`src/rtl/noc_outport_scheduler_if.sv`:
```
// noc_outport_scheduler_if
//   Handshake bundle between one output port's scheduler and its surroundings.
//   Flit type codes are defined here so every user of the bundle shares them.
//
//   req[4:0]        per-input flit-available request, bit order {S,W,E,N,L}
//   flit_id[14:0]   head flit type per input, 3 bits each, packed {S,W,E,N,L}
//   credit_in       one downstream credit returned this cycle
//   sel[5:0]        one-hot state: sel[5:1] = owner {S,W,E,N,L}, sel[0] = idle
//   grant[4:0]      pop strobe to the owner input's FIFO
//   xfer            flit valid towards downstream
//   credits         current credit count
//   err_credit      sticky credit-overflow flag
//   err_timeout     one-cycle pulse when the hold watchdog revokes a lock
//
//   master: drives req/flit_id/credit_in (input FIFOs, downstream link)
//   slave : the scheduler itself

`ifndef NOC_FLIT_DEFS
`define NOC_FLIT_DEFS
`define HEADER 3'd1
`define BODY   3'd2
`define TAIL   3'd3
`endif

interface noc_outport_scheduler_if #(
    parameter int unsigned CREDIT_W = 3
);
    logic [4:0]          req;
    logic [14:0]         flit_id;
    logic                credit_in;
    logic [5:0]          sel;
    logic [4:0]          grant;
    logic                xfer;
    logic [CREDIT_W-1:0] credits;
    logic                err_credit;
    logic                err_timeout;

    modport master (
        output req, flit_id, credit_in,
        input  sel, grant, xfer, credits, err_credit, err_timeout
    );

    modport slave (
        input  req, flit_id, credit_in,
        output sel, grant, xfer, credits, err_credit, err_timeout
    );
endinterface

```
`src/rtl/noc_outport_scheduler.sv`:
```
// noc_outport_scheduler
//   Per-output-port flit scheduler for a 5-port mesh router (L, N, E, W, S).
//   Locks one input from HEADER to TAIL, rotates priority round-robin with the
//   last-served input lowest, and gates every transfer on downstream credits.
//
//   clk   rising-edge clock
//   rst   asynchronous active-high reset
//   bus   noc_outport_scheduler_if.slave (req, flit_id, credit_in in;
//         sel, grant, xfer, credits, err_credit, err_timeout out)

module noc_outport_scheduler #(
    parameter int unsigned CREDIT_MAX = 4,
    parameter int unsigned CREDIT_W   = 3,
    parameter int unsigned HOLD_MAX   = 16
) (
    input logic                    clk,
    input logic                    rst,
    noc_outport_scheduler_if.slave bus
);

    localparam int unsigned HoldW = $clog2(HOLD_MAX + 1);

    // The state register is the one-hot sel output itself.
    typedef enum logic [5:0] {
        StIdle = 6'b000001,
        StL    = 6'b000010,
        StN    = 6'b000100,
        StE    = 6'b001000,
        StW    = 6'b010000,
        StS    = 6'b100000
    } sel_e;

    sel_e                sel_q, sel_d;
    logic [2:0]          rr_q, rr_d;
    logic [HoldW-1:0]    hold_q, hold_d;
    logic [CREDIT_W-1:0] credits_q, credits_d;
    logic                err_credit_q, err_credit_d;
    logic                err_timeout;

    logic [4:0] elig;
    logic [4:0] grant;
    logic       xfer;
    logic       credit_ok;
    logic       owner_req;
    logic [2:0] owner_flit;
    sel_e       win;

    // Round-robin pick: scan from ptr+1 upward, wrapping; walking from the
    // farthest candidate back lets the nearest eligible one win.
    function automatic sel_e rr_pick(input logic [4:0] el, input logic [2:0] ptr);
        sel_e       res;
        logic [2:0] idx;
        res = StIdle;
        for (int off = 5; off >= 1; off--) begin
            idx = 3'((int'(ptr) + off) % 5);
            if (el[idx]) begin
                res = sel_e'(6'b000010 << idx);
            end
        end
        return res;
    endfunction

    function automatic logic [2:0] sel_idx(input sel_e s);
        logic [2:0] r;
        case (s)
            StL:     r = 3'd0;
            StN:     r = 3'd1;
            StE:     r = 3'd2;
            StW:     r = 3'd3;
            StS:     r = 3'd4;
            default: r = 3'd0;
        endcase
        return r;
    endfunction

    always_comb begin
        elig = '0;
        for (int i = 0; i < 5; i++) begin
            elig[i] = bus.req[i] & (bus.flit_id[3*i +: 3] == `HEADER);
        end
    end

    always_comb begin
        owner_req  = 1'b0;
        owner_flit = '0;
        for (int i = 0; i < 5; i++) begin
            if (sel_q[i+1]) begin
                owner_req  = bus.req[i];
                owner_flit = bus.flit_id[3*i +: 3];
            end
        end
    end

    assign credit_ok = (credits_q != '0);
    assign grant     = sel_q[5:1] & bus.req & {5{credit_ok}};
    assign xfer      = |grant;

    // Next state, round-robin pointer and hold watchdog.
    always_comb begin
        sel_d       = sel_q;
        rr_d        = rr_q;
        hold_d      = hold_q;
        err_timeout = 1'b0;
        win         = StIdle;
        case (sel_q)
            StIdle: begin
                hold_d = '0;
                win    = rr_pick(elig, rr_q);
                sel_d  = win;
                if (win != StIdle) begin
                    rr_d = sel_idx(win);
                end
            end
            StL, StN, StE, StW, StS: begin
                if (xfer && owner_flit == `TAIL) begin
                    // Hand over in the TAIL cycle so the next packet follows with no bubble.
                    hold_d = '0;
                    win    = rr_pick(elig & ~sel_q[5:1], rr_q);
                    sel_d  = win;
                    if (win != StIdle) begin
                        rr_d = sel_idx(win);
                    end
                end else if (!owner_req) begin
                    if (hold_q == HoldW'(HOLD_MAX - 1)) begin
                        // Revoke the lock; pointer stays on the stalled owner.
                        sel_d       = StIdle;
                        hold_d      = '0;
                        err_timeout = 1'b1;
                    end else begin
                        hold_d = hold_q + 1'b1;
                    end
                end else begin
                    hold_d = '0;
                end
            end
            default: begin
                sel_d  = StIdle;
                hold_d = '0;
            end
        endcase
    end

    // Credit counter; an overflowing return is dropped and flagged.
    always_comb begin
        credits_d    = credits_q;
        err_credit_d = err_credit_q;
        if (bus.credit_in && !xfer) begin
            if (credits_q == CREDIT_W'(CREDIT_MAX)) begin
                err_credit_d = 1'b1;
            end else begin
                credits_d = credits_q + 1'b1;
            end
        end else if (!bus.credit_in && xfer) begin
            credits_d = credits_q - 1'b1;
        end
    end

    always_ff @(posedge clk or posedge rst) begin
        if (rst) begin
            sel_q        <= StIdle;
            rr_q         <= 3'd4;
            hold_q       <= '0;
            credits_q    <= CREDIT_W'(CREDIT_MAX);
            err_credit_q <= 1'b0;
        end else begin
            sel_q        <= sel_d;
            rr_q         <= rr_d;
            hold_q       <= hold_d;
            credits_q    <= credits_d;
            err_credit_q <= err_credit_d;
        end
    end

    assign bus.sel         = sel_q;
    assign bus.grant       = grant;
    assign bus.xfer        = xfer;
    assign bus.credits     = credits_q;
    assign bus.err_credit  = err_credit_q;
    assign bus.err_timeout = err_timeout;

endmodule

```
`src/flat_wrapper.sv`:
```
// flat-port wrapper written by rule: the top's interface ports become plain ports
module noc_outport_scheduler_flat 
#(
    parameter int unsigned CREDIT_MAX = 4,
    parameter int unsigned CREDIT_W   = 3,
    parameter int unsigned HOLD_MAX   = 16
)
  (clk, rst, bus_req, bus_flit_id, bus_credit_in, bus_sel, bus_grant, bus_xfer, bus_credits, bus_err_credit, bus_err_timeout);
  noc_outport_scheduler_if #(.CREDIT_W(CREDIT_W)) bus_i ();
  input logic clk;
  input logic rst;
  input wire logic [$bits(bus_i.req)-1:0] bus_req;
  input wire logic [$bits(bus_i.flit_id)-1:0] bus_flit_id;
  input wire logic [$bits(bus_i.credit_in)-1:0] bus_credit_in;
  output wire logic [$bits(bus_i.sel)-1:0] bus_sel;
  output wire logic [$bits(bus_i.grant)-1:0] bus_grant;
  output wire logic [$bits(bus_i.xfer)-1:0] bus_xfer;
  output wire logic [$bits(bus_i.credits)-1:0] bus_credits;
  output wire logic [$bits(bus_i.err_credit)-1:0] bus_err_credit;
  output wire logic [$bits(bus_i.err_timeout)-1:0] bus_err_timeout;
  assign bus_i.req = bus_req;
  assign bus_i.flit_id = bus_flit_id;
  assign bus_i.credit_in = bus_credit_in;
  assign bus_sel = bus_i.sel;
  assign bus_grant = bus_i.grant;
  assign bus_xfer = bus_i.xfer;
  assign bus_credits = bus_i.credits;
  assign bus_err_credit = bus_i.err_credit;
  assign bus_err_timeout = bus_i.err_timeout;
  noc_outport_scheduler #(.CREDIT_MAX(CREDIT_MAX), .CREDIT_W(CREDIT_W), .HOLD_MAX(HOLD_MAX)) u_core (.clk(clk), .rst(rst), .bus(bus_i));
endmodule
```
`config.mk`:
```
export PLATFORM = sky130hd
export DESIGN_NAME = noc_outport_scheduler_flat
export DESIGN_NICKNAME = d
export VERILOG_FILES = /design/src/rtl/noc_outport_scheduler_if.sv /design/src/rtl/noc_outport_scheduler.sv /design/src/flat_wrapper.sv
export SDC_FILE = /design/constraint.sdc
export NUM_CORES = 1
export LEC_CHECK = 0
export CELL_PAD_IN_SITES_DETAIL_PLACEMENT = 1
export CELL_PAD_IN_SITES_GLOBAL_PLACEMENT = 1
export CORE_MARGIN = 2
export CORE_UTILIZATION = 48
export CTS_CLUSTER_SIZE = 8
export DETAILED_ROUTE_END_ITERATION = 6
export PLACE_DENSITY = 0.95
export REMOVE_ABC_BUFFERS = 1
export SYNTH_ARGS = -nofsm -noshare
export SYNTH_HDL_FRONTEND = slang
export SYNTH_SLANG_ARGS = --single-unit
export TNS_END_PERCENT = 20
```
`constraint.sdc`:
```
create_clock -name clk -period 16.1 [get_ports clk]
set_clock_uncertainty 0.05 [all_clocks]
set_input_delay 3.22 -clock clk [delete_from_list [all_inputs] [get_ports clk]]
set_output_delay 3.22 -clock clk [all_outputs]
set_load 0.01 [all_outputs]
```
==> out/summary.txt, run 1 <==
total global routing overflow = 0
HPWL after DPL = 12.8 mm
Critical Path Start Type = primary input
failing checks = max-capacitance violations, max-slew violations
Worst-path clk slew = 80 ps
Die Ht = 98.7 um
Nets = 639
Design Area, Final = 4760 um2
Vias/cell = 7.34
Inserted Clock Buffers = 3
crit-path cells = clkdlybuf4s50_1 -> nand2_1 -> and3_1 -> a31oi_1 -> o21ai_0 -> nor2b_1 -> and3_1 -> clkdlybuf4s50_1
Synth cell types = 99
Critical Path RT = 12830 ps
Die ar. = 9730 um2
crit end category = output port
synth warn = 0
Tmin final = 8940 ps
Worst Path Buf+Inv = 2
Syn Inst Count = 572
die width = 98.7 um
CORE AREA = 8720 um2
max-cap violations = 1
DRC viols = 0
Iteration-0 DRC Markers = 390
Highest Clock Rate = 0.112 GHz
Setup Fix Bufs, Post-CTS = 0
IO buf count = 39
drt total wl = 17.0 mm
Routability Congestion = 0.973
crit path DAT = 5670 ps
Max-slew headroom = -5.68%
Avg Synthesized Cell Area = 7.52 um2
Clk Latency, worst-skew pair = 260 ps
cell area after synthesis = 4300 um2
status = complete, but fails checks
first-pass GRT wire length = 27.4 mm
type of the most critical hold path = reg2reg
FP Rows = 34
CP delay by family, top = buffers and inverters
CTS tree = built
register area share after synthesis = 10.6%
final hold violation count = 0
vias after detailed routing = 5098
Fillers = 1096
Post-synth ARST share = 100%
Top FF cell, synth = dfrtp_1
initial antenna violation count = 0
Initial Utilization = 49.3%
First-pass DRT Iterations = 5
n_diodes = 0
Place WS = 7270 ps
routed length per placed instance = 24.4 um
Resized Gates After CTS = 0
EDFF count, synth = 0
flops & latches, synth = 18
Layout area overhead = 10.6%
vias in the first global route = 5198
Worst Path Max Fanout = 6
# hold bufs at CTS = 0
pin count of the biggest net entering global routing = 57
Least-Margin Pin Slew = 1560 ps
final setup fails = 0
IO Pins = 40
Final Max Slew Viols = 6
slowest cell on the critical path = clkdlybuf4s50_1
CTS Sinks = 18
Final period util = 55.5%
Clock Root Buffer = clkbuf_8
layout cells sized above 1 = 11.9%
CP max stage delay = 550 ps
DRT antenna net count = 0
Post-DP Area = 4700 um2
H-tree depth = 1
setup TNS = 0 ps
CP Class = in2out
Clock Tree Buf Depth = 2
setup slack after layout = 7160 ps
total track usage = 34.5%
RSZ-0062 raised after global routing = false
flip-flops by register name, summed over array words and instances, names as in the netlist:
name / cells
u_core.bus.credits: 3
u_core.hold_q: 5
u_core.rr_q: 3
u_core.bus.err_credit: 1
u_core.bus.sel: 6
per-layer routing:
| metal | up-vias | routed length [um] | share of wire [%] | track usage [%] |
|---|---|---|---|---|
| met4 | 0 | 598 | 3.5 | 10.5 |
| li1 | 2236 | - | - | - |
| met5 | - | 0 | 0 | 0 |
| met1 | 2525 | 6900 | 41 | 44.7 |
| met2 | 281 | 8200 | 48 | 59.6 |
| met3 | 56 | 1290 | 7.6 | 4.89 |
cell type report:
type | count | area, um2 | area share [%]
Sequential cell | 18 | 455 | 9.57
Tap cell | 108 | 135 | 2.84
Inverter | 35 | 134 | 2.81
Clock buffer | 4 | 55.1 | 1.16
Timing Repair Buffer | 45 | 435 | 9.15
Multi-Input combinational cell | 485 | 3540 | 74.5
cell usage after synthesis (5+ instances only):
cell type | n | area (um2)
nor2_1 | 51 | 191
nand2_1 | 40 | 150
a21oi_1 | 34 | 170
o21ai_0 | 31 | 155
inv_1 | 29 | 109
ha_1 | 27 | 338
nor3_1 | 26 | 130
nand3_1 | 20 | 100
clkbuf_1 | 18 | 67.6
dfrtp_1 | 15 | 375
a31oi_1 | 13 | 81.3
o211ai_1 | 13 | 97.6
nand2b_1 | 12 | 75.1
a211oi_1 | 11 | 82.6
a211o_1 | 8 | 70.1
and3_1 | 8 | 50.1
nor4_1 | 8 | 50.1
mux2i_1 | 7 | 70.1
mux4_2 | 7 | 158
nand4_1 | 7 | 43.8
a21oi_2 | 6 | 52.6
buf_2 | 6 | 30.0
mux2_2 | 6 | 67.6
nor2b_1 | 6 | 37.5
nor4bb_1 | 6 | 60.1
and2_1 | 5 | 31.3
nand4bb_1 | 5 | 56.3
nor3b_1 | 5 | 37.5
nor4b_1 | 5 | 43.8
o211a_1 | 5 | 50.1
o22ai_1 | 5 | 31.3
per-stage QoR:
stage               util, %  std cells  hold WS (ps)
global route           54.6        695           470
finish                 54.6        695           450
CTS                    54.6        695           449
detailed placement     53.9        691           436
floorplan                 -        538           383
global placement       53.9        691           403
worst paths after layout:
path / start / to / slack, ps / cells after the start
max reg2reg: u_core.rr_q[1] / u_core.rr_q[2] / 9540 / 17
min reg2reg: u_core.bus.err_credit / u_core.bus.err_credit / 450 / 1
max in group asynchronous: rst / u_core.rr_q[0] / 12080 / 2
min: u_core.bus.err_credit / u_core.bus.err_credit / 450 / 1
min in group asynchronous: rst / u_core.bus.credits[0] / 3380 / 2
max: bus_req[3] / bus_err_timeout / 7160 / 8
layout by cell type (no fill, tap or decap), types with 4 or more instances in the layout:
master,instances
or2_2,4
mux2_2,6
nand2b_1,12
mux4_2,7
inv_1,29
a31oi_1,13
and3_1,8
clkdlybuf4s50_1,39
nand4b_1,4
mux2i_1,7
buf_4,6
a21oi_1,34
nor4b_1,5
a211oi_1,11
o211ai_1,13
nand3_1,20
o21ai_0,31
o22ai_1,5
nor4bb_1,6
nor4_1,8
nand2_1,40
ha_1,27
nor2b_1,6
nand4bb_1,5
clkbuf_8,4
nand4_1,7
nor3_1,26
o211a_1,5
a211o_1,8
a21oi_2,6
or3_1,4
xor2_1,4
dfrtp_1,14
and2_1,5
o31ai_1,4
nor2_1,51
nor3b_1,5
cells by family (layout without fill, tap and decap cells):
family / after synthesis / after routing / share of synthesized area (%)
simple gates: 237 / 237 / 31.1
compound gates: 190 / 190 / 33.1
buf+inv: 69 / 84 / 7.04
fa+ha+maj: 28 / 28 / 8.32
mux: 20 / 20 / 6.86
flops: 18 / 18 / 10.6
xor+xnor: 10 / 10 / 3.00
Power of run 1 is left out: the tool's default activity adds up to more than one toggle a clock period on the data nets, which glitch-free logic cannot reach.
==> inputs of run 2 (changes only) <==
--- a/config.mk
+++ b/config.mk
@@ -8,10 +8,10 @@
 export CELL_PAD_IN_SITES_DETAIL_PLACEMENT = 1
 export CELL_PAD_IN_SITES_GLOBAL_PLACEMENT = 1
 export CORE_MARGIN = 2
-export CORE_UTILIZATION = 48
+export CORE_UTILIZATION = 40
 export CTS_CLUSTER_SIZE = 8
 export DETAILED_ROUTE_END_ITERATION = 6
-export PLACE_DENSITY = 0.95
+export PLACE_DENSITY = 0.89
 export REMOVE_ABC_BUFFERS = 1
 export SYNTH_ARGS = -nofsm -noshare
 export SYNTH_HDL_FRONTEND = slang
==> constraint.sdc (replaced) <==
create_clock -name clk -period 7.55 [get_ports clk]
set_clock_uncertainty 0.05 [all_clocks]
set_input_delay 1.51 -clock clk [delete_from_list [all_inputs] [get_ports clk]]
set_output_delay 1.51 -clock clk [all_outputs]
set_load 0.01 [all_outputs]
==> out/summary.txt, run 2 (synthesis results as in run 1) <==
n_diodes = 0
vias in the first global route = 4986
setup TNS = 0 ps
Inserted Clock Buffers = 3
Multi-input gate area = 3540 um2
H-tree depth = 1
Fillers = 1297
Critical Path RT = 7630 ps
status = complete, no violations
type of the most critical hold path = reg2reg
Layout area overhead = 12.0%
HPWL after DPL = 12.9 mm
DRT antenna net count = 0
Least-Margin Pin Slew = 1050 ps
Tmin final = 6310 ps
non-filler cells, final = 726
Die ar. = 11600 um2
Initial Utilization = 41.5%
Worst Path Buf+Inv = 3
FP Rows = 37
drt total wl = 16.3 mm
vias after detailed routing = 4994
DRC viols = 0
# hold bufs at CTS = 0
RSZ-0062 raised after global routing = false
IO buf count = 39
crit-path cells = clkinv_1 -> ha_1 -> inv_1 -> ha_1 -> nor2_1 -> a211o_1 -> nand2_2 -> ha_1 -> inv_1 -> mux4_2 -> and2_1 -> a211oi_2 -> nand2b_1 -> a2111oi_0 -> a22o_1 -> o32ai_1 -> mux2i_1
FF/Latch Area = 455 um2
total track usage = 28.3%
setup slack after layout = 1240 ps
First-pass DRT Iterations = 5
Clock Root Buffer = clkbuf_8
routed length per placed instance = 22.5 um
IO Pins = 40
Iteration-0 DRC Markers = 514
Clock Tree Buf Depth = 2
most frequent cells in the layout = nor2_1, nand2_1, clkdlybuf4s50_1, a21oi_1, o21ai_0
CP max stage delay = 870 ps
Inst Count DP = 722
layout cells sized above 1 = 12.4%
total global routing overflow = 0
Vias/cell = 6.88
pin count of the biggest net entering global routing = 55
Critical Path Start Type = flop
slowest cell on the critical path = ha_1
first-pass GRT wire length = 26.4 mm
CP Class = reg2reg
Worst Path Max Fanout = 22
crit path DAT = 6390 ps
most used cell along the critical path = ha_1
die width = 108 um
worst reg-to-reg setup slack = 1240 ps
Final Max Slew Viols = 0
final setup fails = 0
max-cap violations = 0
Die Ht = 108 um
Worst-path clk slew = 80 ps
CORE AREA = 10400 um2
crit end category = flop
Resized Gates After CTS = 0
Max-slew headroom = 28.8%
Place WS = 1350 ps
max reg flops = 6
Routability Congestion = 1.04
Final period util = 83.6%
final hold violation count = 0
Nets = 642
Clk Latency, worst-skew pair = 270 ps
CP delay by family, top = adder cells
most common cell after layout, fill and taps aside = nor2_1
initial antenna violation count = 0
Setup Fix Bufs, Post-CTS = 0
CTS tree = built
CTS Sinks = 18
Highest Clock Rate = 0.158 GHz
run 2: area by class of cell:
cell class                 instances  area share, %
clock buffer                       4           1.14
tap                              136           3.53
timing repair buffer              48           9.51
sequential                        18           9.45
multi-input combinational        485           73.6
inverter                          35           2.78
run 2: path summary, 6_finish.rpt:
path	to	cells past startpoint	startpoint
hold reg to reg	u_core.bus.err_credit	1	u_core.bus.err_credit
setup / recovery	u_core.rr_q[1]	17	u_core.rr_q[1]
max in group asynchronous	u_core.rr_q[0]	2	rst
hold / removal	u_core.bus.err_credit	1	u_core.bus.err_credit
min in group asynchronous	u_core.hold_q[4]	2	rst
setup reg to reg	u_core.rr_q[1]	17	u_core.rr_q[1]
run 2: routing by layer:
metal  routed length (um)  global-route usage [%]
met1                 7090                    37.9
met2                 7560                    47.8
met3                 1110                    2.54
met4                  545                    8.97
met5                    0                       0
run 2: through the flow:
stage	cell area [um2]	utilization, %	hold slack [ps]
after floorplan	4130	-	383
after global placement	4760	45.9	397
after detailed placement	4760	45.9	411
after CTS	4820	46.5	423
after global routing	4820	46.5	431
final	4820	46.5	423
Power of run 2 is left out for the same reason.
==> inputs of run 3 (changes only) <==
==> constraint.sdc (replaced) <==
create_clock -name clk -period 5.6 [get_ports clk]
set_clock_uncertainty 0.05 [all_clocks]
set_input_delay 1.12 -clock clk [delete_from_list [all_inputs] [get_ports clk]]
set_output_delay 1.12 -clock clk [all_outputs]
set_load 0.01 [all_outputs]
==> out/summary.txt, run 3 (synthesis results as in run 1) <==
status = complete, no violations
RSZ-0062 raised after global routing = false
vias after detailed routing = 5007
crit-path cells = buf_4 -> inv_1 -> ha_1 -> o21ai_0 -> nand2_1 -> xnor2_1 -> ha_1 -> inv_1 -> o221ai_1 -> nand2_1 -> a211oi_1 -> a31oi_1 -> or2_2 -> nor4_1 -> o21a_1 -> nor2_1 -> mux2_2
H-tree depth = 1
WHS Path Cells = 1
most frequent cells in the layout = nor2_1, nand2_1, clkdlybuf4s50_1, a21oi_1, o21ai_0
DRT antenna net count = 0
vias in the first global route = 4978
Routability Congestion = 0.999
max layer used = met5
Die Ht = 108 um
Setup Fix Bufs, Post-CTS = 0
total global routing overflow = 0
Critical Path Start Type = flop
Worst Path Buf+Inv = 3
CP max stage delay = 710 ps
Least-Margin Pin Slew = 946 ps
drt total wl = 16.9 mm
routed metal-1 wirelength = 7.29 mm
FF/Latch Area = 455 um2
routed length per placed instance = 22.9 um
worst reg-to-reg setup slack = 410 ps
# hold bufs at CTS = 0
Initial Utilization = 41.5%
slowest cell on the critical path = dfstp_2
first-pass GRT wire length = 26.8 mm
initial antenna violation count = 1
Resized Gates After CTS = 0
R2R Path Start = u_core.rr_q[2]
Critical Path RT = 5740 ps
setup TNS = 0 ps
met3 wire length = 1.23 mm
Design Area, Final = 4920 um2
IO buf count = 39
final hold violation count = 0
HPWL after DPL = 13.5 mm
CP Class = reg2reg
Worst Path Max Fanout = 14
Multi-input gate area = 3550 um2
most common cell after layout, fill and taps aside = nor2_1
Vias/cell = 6.78
r2r worst-path depth = 17
Inserted Clock Buffers = 3
Hold Path Sink = u_core.hold_q[0]
pin count of the biggest net entering global routing = 50
Clk Latency, worst-skew pair = 260 ps
layout cells sized above 1 = 14.4%
Nets = 655
final setup fails = 0
total track usage = 29.0%
R2R Path End = u_core.rr_q[2]
CORE AREA = 10400 um2
FP Rows = 37
Final Max Slew Viols = 0
routed length on met2 = 7.93 mm
Iteration-0 DRC Markers = 439
Max-slew headroom = 36.0%
max-cap violations = 0
Tmin final = 5190 ps
hold wc startpoint = u_core.hold_q[0]
Highest Clock Rate = 0.193 GHz
max reg flops = 6
n_diodes = 0
crit path DAT = 5330 ps
CTS tree = built
CTS Sinks = 18
type of the most critical hold path = reg2reg
Layout area overhead = 14.4%
Post-DP Area = 4870 um2
First-pass DRT Iterations = 5
die width = 108 um
Final period util = 92.7%
Die ar. = 11600 um2
DRC viols = 0
crit end category = flop
Worst-path clk slew = 70 ps
CP delay by family, top = compound AO/OA/AOI/OAI gates
IO Pins = 40
Fillers = 1308
Clock Root Buffer = clkbuf_8
Clock Tree Buf Depth = 2
-- run 3: cell count changes in the layout (fill, tap and decap cells not counted) --
cell	delta
buf_4	+13
nor4bb_1	-1
nor4bb_2	+1
-- run 3: area by class of cell --
| type | instances | area share, % |
|---|---|---|
| multi-input cells | 485 | 72.2 |
| repair buffers | 61 | 11.3 |
| flip-flops and latches | 18 | 9.26 |
| well taps | 136 | 3.46 |
| inverters | 35 | 2.72 |
| clock buffers | 4 | 1.12 |
-- run 3: how the worst max path moves through the flow --
stage / startpoint / cells past startpoint / slack, ps / endpoint
final: u_core.rr_q[2] / 17 / 410 / u_core.rr_q[2]
after global routing: u_core.rr_q[2] / 17 / 50 / u_core.rr_q[2]
after CTS: u_core.rr_q[2] / 17 / 450 / u_core.rr_q[2]
after detailed placement: u_core.rr_q[2] / 17 / 490 / u_core.rr_q[2]
after global placement: u_core.rr_q[2] / 17 / 670 / u_core.rr_q[2]
after floorplan: u_core.rr_q[0] / 17 / -1400 / u_core.rr_q[2]
-- run 3: per-stage QoR --
stage | hold WS [ps] | setup WS (ps) | util, % | std cells
after detailed placement | 408 | 491 | 46.9 | 735
after global routing | 449 | 54.8 | 47.5 | 739
after global placement | 396 | 671 | 46.9 | 735
after floorplan | 383 | -1400 | - | 538
after CTS | 421 | 446 | 47.5 | 739
final | 418 | 411 | 47.5 | 739
-- run 3: per-layer routing --
layer  vias up  GRT usage, %
met1      2475          39.3
li1       2272             -
met3        52          3.33
met4         2          8.06
met2       206          48.4
met5         -             0
-- run 3: worst register-to-register path: cells and delay by family (launching register included) --
family | cells | cell delay (ps)
flip-flops | 1 | 710
AND/OR/NAND/NOR | 5 | 1280
XOR/XNOR | 1 | 200
buffers and inverters | 3 | 480
multiplexers | 1 | 300
adder cells (fa/ha/maj) | 2 | 610
AO/OA/AOI/OAI | 5 | 1510
Power of run 3 is left out for the same reason.
